`src/rtl/main_memory_responder.sv`:
```
// Fixed-latency main-memory model: in-order request queue, data = addr ^ DATA_SEED.
// Optional MM_JITTER_EN adds 0-3 LFSR-driven extra cycles per accepted request.
module main_memory_responder #(
  parameter int          DATA_WIDTH  = 32,
  parameter int          ADDR_WIDTH  = 16,
  parameter int          NUM_OPS     = 32,
  parameter int          LATENCY     = 4,
  parameter int          QUEUE_DEPTH = 8,
  parameter logic [31:0] DATA_SEED   = 32'hA5A5_0000
) (
  input  logic                             clk,
  input  logic                             reset,
  input  logic [ADDR_WIDTH-1:0]            mm_req,
  input  logic [$clog2(NUM_OPS)-1:0]       mm_req_op,
  input  logic                             mm_req_valid,
  output logic [DATA_WIDTH-1:0]            mm_ret_data,
  output logic [$clog2(NUM_OPS)-1:0]       mm_ret_op,
  output logic                             mm_ret_valid,
  output logic [$clog2(QUEUE_DEPTH+1)-1:0] pending,
  output logic                             overflow
);

  localparam int OW   = $clog2(NUM_OPS);
  localparam int PW   = $clog2(QUEUE_DEPTH);
  localparam int CNTW = $clog2(QUEUE_DEPTH+1);
  localparam int CDW  = $clog2(LATENCY+4);
  localparam logic [DATA_WIDTH-1:0] SEED = DATA_WIDTH'(DATA_SEED);

  logic [ADDR_WIDTH-1:0]  addr_q [QUEUE_DEPTH];
  logic [OW-1:0]          op_q   [QUEUE_DEPTH];
  logic [CDW-1:0]         cnt_q  [QUEUE_DEPTH];
  logic [QUEUE_DEPTH-1:0] vld_q;

  logic [PW-1:0]         head_q, head_d;
  logic [PW-1:0]         tail_q, tail_d;
  logic [CNTW-1:0]       count_q, count_d;
  logic                  ovf_q, ovf_d;
  logic                  ret_v_q, ret_v_d;
  logic [OW-1:0]         ret_op_q, ret_op_d;
  logic [DATA_WIDTH-1:0] ret_data_q, ret_data_d;

  logic           pop, push, full;
  logic [CDW-1:0] init_cnt;

  function automatic logic [PW-1:0] ptr_inc(input logic [PW-1:0] p);
    return (p == PW'(QUEUE_DEPTH-1)) ? '0 : p + 1'b1;
  endfunction

`ifdef MM_JITTER_EN
  logic [15:0] lfsr_q;

  always_ff @(posedge clk or posedge reset) begin
    if (reset)
      lfsr_q <= 16'hACE1;
    else if (push)
      lfsr_q <= {lfsr_q[14:0],
                 lfsr_q[15] ^ lfsr_q[13] ^ lfsr_q[12] ^ lfsr_q[10]};
  end

  assign init_cnt = CDW'(LATENCY-1) + CDW'(lfsr_q[1:0]);
`else
  assign init_cnt = CDW'(LATENCY-1);
`endif

  always_comb begin
    full = (count_q == CNTW'(QUEUE_DEPTH));
    pop  = vld_q[head_q] && (cnt_q[head_q] == '0);
    // A pop frees the head slot on the same edge, so a full queue still accepts
    push = mm_req_valid && (!full || pop);

    head_d     = pop  ? ptr_inc(head_q) : head_q;
    tail_d     = push ? ptr_inc(tail_q) : tail_q;
    count_d    = count_q + CNTW'(push) - CNTW'(pop);
    ovf_d      = ovf_q | (mm_req_valid & ~push);
    ret_v_d    = pop;
    ret_op_d   = ret_op_q;
    ret_data_d = ret_data_q;
    if (pop) begin
      ret_op_d   = op_q[head_q];
      ret_data_d = DATA_WIDTH'(addr_q[head_q]) ^ SEED;
    end
  end

  always_ff @(posedge clk or posedge reset) begin
    if (reset) begin
      head_q     <= '0;
      tail_q     <= '0;
      count_q    <= '0;
      ovf_q      <= 1'b0;
      ret_v_q    <= 1'b0;
      ret_op_q   <= '0;
      ret_data_q <= '0;
      vld_q      <= '0;
      for (int i = 0; i < QUEUE_DEPTH; i++) begin
        addr_q[i] <= '0;
        op_q[i]   <= '0;
        cnt_q[i]  <= '0;
      end
    end else begin
      head_q     <= head_d;
      tail_q     <= tail_d;
      count_q    <= count_d;
      ovf_q      <= ovf_d;
      ret_v_q    <= ret_v_d;
      ret_op_q   <= ret_op_d;
      ret_data_q <= ret_data_d;
      for (int i = 0; i < QUEUE_DEPTH; i++) begin
        if (push && tail_q == PW'(i)) begin
          addr_q[i] <= mm_req;
          op_q[i]   <= mm_req_op;
          cnt_q[i]  <= init_cnt;
          vld_q[i]  <= 1'b1;
        end else begin
          if (vld_q[i] && cnt_q[i] != '0)
            cnt_q[i] <= cnt_q[i] - 1'b1;
          if (pop && head_q == PW'(i))
            vld_q[i] <= 1'b0;
        end
      end
    end
  end

  assign mm_ret_valid = ret_v_q;
  assign mm_ret_op    = ret_op_q;
  assign mm_ret_data  = ret_data_q;
  assign pending      = count_q;
  assign overflow     = ovf_q;

endmodule

```
`config.mk`:
```
export PLATFORM = sky130hd
export DESIGN_NAME = main_memory_responder
export DESIGN_NICKNAME = d
export VERILOG_FILES = /design/src/rtl/main_memory_responder.sv
export SDC_FILE = /design/constraint.sdc
export NUM_CORES = 1
export LEC_CHECK = 0
export BUFFER_PORTS_ARGS = -buffer_cell sky130_fd_sc_hd__buf_4
export CORE_UTILIZATION = 65
export DETAILED_ROUTE_END_ITERATION = 12
export GPL_ROUTABILITY_DRIVEN = 0
export GPL_TIMING_DRIVEN = 0
export PLACE_DENSITY = 0.88
export RECOVER_POWER = 25
export SLEW_MARGIN = 15
export SYNTH_ARGS = -nofsm -noshare
export SYNTH_HDL_FRONTEND = slang
export SYNTH_SLANG_ARGS = --single-unit
```
`constraint.sdc`:
```
create_clock -name clk -period 11.2 [get_ports clk]
set_input_delay 1.12 -clock clk [delete_from_list [all_inputs] [get_ports clk]]
set_output_delay 1.12 -clock clk [all_outputs]
set_load 0.005 [all_outputs]
```
# Word-level counts from Yosys, hierarchy flattened
# Index checks and enable logic that the tools add are counted.
# Widths: inputs -> output; s select.
dict set report word_totals {
  reg_bits 234
  inputBits 24
  out_inout_bits 43
  elab_cells 172
}
dict set report classes {
  addsub 12
  n_lt_le_gt_ge 2
  n_eq_ne 15
  muxes 45
  n_bitwise 4
  reduce_logical 55
}
# cell count
set ops {}
lappend ops {{$mux 3} 20}
lappend ops {{$bmux 16 s3} 1}
lappend ops {{$mux 16} 2}
lappend ops {{$reduce_bool 2->1} 16}
lappend ops {{$logic_and 1x1->1} 26}
lappend ops {{$eq 3x3->1 const B} 8}
lappend ops {{$reduce_bool 3->1} 8}
lappend ops {{$sub 3x1->3 const B} 8}
lappend ops {{$mux 1} 17}
lappend ops {{$bmux 5 s3} 1}
lappend ops {{$eq 3x2->1 const B} 4}
lappend ops {{$mux 5} 2}
lappend ops {{$bmux 3 s3} 1}
lappend ops {{$logic_not 3->1} 3}
lappend ops {{$add 3x1->3 const B} 2}
lappend ops {{$eq 3x1->1 const B} 2}
lappend ops {{$add 4x1->4} 1}
lappend ops {{$eq 4x4->1 const B} 1}
lappend ops {{$ge 4x4->1 const B} 1}
lappend ops {{$lt 3x4->1 const B} 1}
lappend ops {{$not 3->4} 1}
lappend ops {{$sub 4x1->4} 1}
lappend ops {{$bmux 1 s3} 1}
lappend ops {{$and 1x1->1} 1}
lappend ops {{other kinds (4)} 4}

# Longest topological paths before layout
dict set report logic_depth {
  word_depth 11
  ltp_mapped 14
  mapped_depth_nobuf 11
}

# Worst setup path before layout
# OpenSTA, ideal clock, no wires.
dict set report synth_timing {
  kind {flip-flop to flip-flop}
  startpoint {reg head_q[0]}
  endpoint {reg count_q[2] (netlist: pending[2])}
  setup_time_ns 0.123
  arrival_time_ns 2.829
  required_ns 11.077
  path_slack_ns 8.248
  path_stages_with_launch 15
  path_buffers 3
  synth_period_minus_slack_ns 2.952
  path_cell_list {dfrtp_1 -> buf_6 -> inv_4 -> mux2_2 -> o22ai_2 -> or2_1 -> buf_2 -> clkbuf_1 -> inv_1 -> ha_1 -> inv_1 -> ha_1 -> inv_1 -> fa_1 -> xnor2_1}
}
dict set report synth_via {
  elab_chain_len 10
  elab_cells_between_ends 12
  cone_classes {2 x add/sub; 5 x mux; 1 x bitwise; 4 x reduce/logical}
}
# item line
set synth_rtl {}
lappend synth_rtl {{start: declaration} 34} ;# logic [PW-1:0] head_q, head_d;
lappend synth_rtl {{start signal: assignment} 86} ;# head_q <= '0;
lappend synth_rtl {{start signal: assignment} 100} ;# head_q <= head_d;
lappend synth_rtl {{$not 3->4 (not written as such)} 67} ;# pop = vld_q[head_q] && (cnt_q[head_q] == '0);
lappend synth_rtl {{$bmux 3 s3} 67}
lappend synth_rtl {{$mux 3 (not written as such) (2 in a row)} 67}
lappend synth_rtl {{$logic_not 3->1} 67}
lappend synth_rtl {{$logic_and 1x1->1 *} 67}
lappend synth_rtl {{via pop} 42} ;# logic pop, push, full;
lappend synth_rtl {{$logic_or 1x1->1} 69} ;# push = mm_req_valid && (!full || pop);
lappend synth_rtl {{$logic_and 1x1->1} 69}
lappend synth_rtl {{$add 4x1->4} 73} ;# count_d = count_q + CNTW'(push) - CNTW'(pop);
lappend synth_rtl {{$sub 4x1->4 *} 73}
lappend synth_rtl {{via count_d[2]} 36} ;# logic [CNTW-1:0] count_q, count_d;
lappend synth_rtl {{end signal: assignment} 102} ;# count_q <= count_d;
lappend synth_rtl {{end: declaration} 36}
# The timed path passes the listed nets; every way through them passes the cells marked *. The select of a mux whose other input is x is not followed.
# A chain may end at the register's enable or synchronous reset.

==> results.yml <==
layout:
  fillers: 1002
  diodes: 0
  drive_gt1_frac: 0.368
  mostFrequentLayoutCells: "dfrtp_1 (234), buf_4 (75), mux2_4 (73)"
  final_util: 0.752
  syn_to_final_growth_pct: 13.4
  layout_commonest_cell: "dfrtp_1"
  fin_nets: 951
min_path:
  hp-class: "reg -> reg"
  hold-path-endpoint: "mm_ret_data[5]"
  worstHoldPathCells: 2
  worstHoldStart: "mm_ret_data[5]"
routing:
  drc: 0
  via_count: 7124
  viasPerCell: 6.28
  drtIter0Drc: 544
  ant_nets: 0
  dr.pass1.iters: 5
  drt_wl_total_um: 26100
  wl_per_cell_um: 23.0
sta:
  fin_skew_ns: 0.0131
  period_needed_ns: 5.49
  finalMaxSlewViolations: 122
  slew_headroom: -1.49
  fin_setup_tns_ns: 0
  max_freq_mhz: 182
  period_share: 0.490
  setup_viol: 0
  worstMarginPinSlew_ns: 3.74
  hold_viol_final: 0
  rsz0062_at_grt: "false"
synthesis:
  synth_cells: 800
  async_reset_ff_frac: 1.00
  syn_avg_cell_area_um2: 14.2
  synth_cell_types: 46
  ys_seq_elements: 234
  ys_seq_area_frac: 0.514
  syn_area_mm2: 0.0114
  yosysWarnings: 0
  synth_edf_count: 0
  synth-main-ff-cell: "dfrtp_1"
die:
  core_mm2: 0.0172
  start_util: 0.663
  die_w_um: 134
  io_pins: 67
  die_h_um: 134
  rows: 48
  die-area_mm2: 0.0180
power_and_ir_drop:
  leakage_nw: 6.03
  ir_drop_v: 0.000201
  powerDensity_mw_per_mm2: 316
  power_mw: 4.08
clocking:
  cts_max_path_buffers: 3
  insertion_delay_ns: 0.53
  cts_buffers: 24
  cts_tree: "yes"
  clk_pin_slew_worst_paths_ns: 0.06
  cts_setup_buffers: 0
  htreeDepth: 1
  cts_root_buf: "clkbuf_16"
  ctsHoldBuffers: 0
  cts_resized: 0
  clkSinkCount: 234
setup_path:
  path_cells: "clkbuf_4, clkinvlp_2, clkbuf_1"
  r2r_start: "pending[2]"
  worstPathArrival_ns: 5.26
  r2r-end: "pending[2]"
  reg2reg_slack_ns: 7.65
  slowest_stage: "clkbuf_1"
  critical_path_class: "in -> async"
  r2r_cells: 11
  slowest_delay_ns: 2.70
  start_kind: "primary input"
  critPathCaptureType: "async pin"
  worstPathMaxFanout: 71
  cp.required_ns: 10.98
placement:
  port_buffers: 58
  dp_hpwl_um: 16400
global_route:
  grt_max_degree: 116
  busiest_layer: "met2"
  grtUsageMet1: 0.427
  globalRoute.totalOverflow: 0
  grt_use_met2: 0.500
  grt_usage: 0.307
  grt_pass1_vias: 7457
  antenna_found_initial: 0
  grt_pass1_wl_um: 41700
  grt.met3_usage: 0.0491
run_status:
  status: "finished, violations left"
  violations: "capacitance limit, slew limit"
job:
  cap_violations: 2
## state kept, by name (all words and copies together), names as in the netlist
register      flops
cnt_q            24
mm_ret_data      17
head_q            3
overflow          1
vld_q             8
op_q             40
tail_q            3
mm_ret_valid      1
mm_ret_op         5
pending           4
addr_q          128
## stage by stage
stage          setup slack (ns)  std cells  cell area [um2]  hold WS, ns
2_1_floorplan              3.66        807            11400        0.451
3_3_place_gp               1.26       1090            12100        0.458
3_5_place_dp               7.72       1092            12200        0.471
4_1_cts                    7.68       1135            12900        0.484
5_1_grt                    4.70       1135            12900        0.496
6_report                   5.71       1135            12900        0.482
## routing by layer
metal  share of wire  up-vias
li1                -     3054
met1            0.40     3694
met2            0.49      313
met3           0.077       63
met4           0.026        0
met5               0        -
## power by group
part | leakage [nW] | internal [mW] | switching, mW
Sequential | 2.83 | 1.27 | 0.264
Combinational | 2.83 | 0.942 | 0.826
Clock | 0.366 | 0.440 | 0.338
Total | 6.03 | 2.65 | 1.43
## cell families (layout without fill, tap and decap cells)
family	Yosys count	in the layout	synth area share
DFF	234	234	0.514
and+or+nand+nor	103	103	0.0535
AOI/OAI and AO/OA	102	102	0.0651
muxes	203	203	0.266
buffers and inverters	106	209	0.0497
adders and majority gates	34	34	0.0380
xor gates and xnor gates	17	17	0.0131
other	1	8	0.000329
## layout make-up
type	instances	area (um2)	share of cell area
multi-input cells	467	4990	0.386
plain buffers	57	379	0.0294
repair buffers	60	467	0.0361
clock buffers	34	668	0.0517
clock inverters	9	86.3	0.00669
flip-flops and latches	234	5860	0.453
well taps	225	282	0.0218
inverters	49	188	0.0145
## worst max-delay path: cells and delay by family
| kind | cells | cell delay (ns) |
|---|---|---|
| buffers and inverters | 3 | 4.07 |
## Yosys cell counts (2+ instances only)
library cell | n | area share
nand2_1 | 55 | 0.018
buf_1 | 6 | 0.0020
inv_1 | 47 | 0.015
o21ai_0 | 37 | 0.016
mux4_2 | 44 | 0.087
mux2_4 | 73 | 0.096
nand4_4 | 3 | 0.0056
clkbuf_1 | 10 | 0.0033
xnor2_1 | 17 | 0.013
buf_2 | 12 | 0.0053
buf_6 | 11 | 0.011
a22o_1 | 20 | 0.015
a41oi_1 | 3 | 0.0023
nor4b_2 | 5 | 0.0066
o211ai_1 | 7 | 0.0046
a21oi_1 | 3 | 0.0013
nor2b_1 | 3 | 0.0016
nor2_1 | 13 | 0.0043
mux2i_1 | 24 | 0.021
ha_1 | 33 | 0.036
and3_1 | 6 | 0.0033
nand3_4 | 4 | 0.0062
nand2b_1 | 2 | 0.0011
o2bb2ai_1 | 18 | 0.014
mux2_2 | 62 | 0.061
a31oi_1 | 4 | 0.0022
nor4b_1 | 3 | 0.0023
nand3_1 | 6 | 0.0026
dfrtp_1 | 234 | 0.51
a21o_1 | 2 | 0.0013
buf_4 | 18 | 0.012
## how the worst max path moves through the flow
| stage | startpoint | to | cells after the start |
|---|---|---|---|
| 6_report | reset | addr_q[75] | 3 |
| 3_5_place_dp | pending[2] | pending[2] | 11 |
| 4_1_cts | pending[2] | pending[2] | 11 |
| 5_1_grt | reset | addr_q[56] | 3 |
| 2_1_floorplan | reset | addr_q[0] | 1 |
| 3_3_place_gp | reset | mm_ret_op[0] | 2 |
Note: power is estimated with default switching activity, not from simulation.
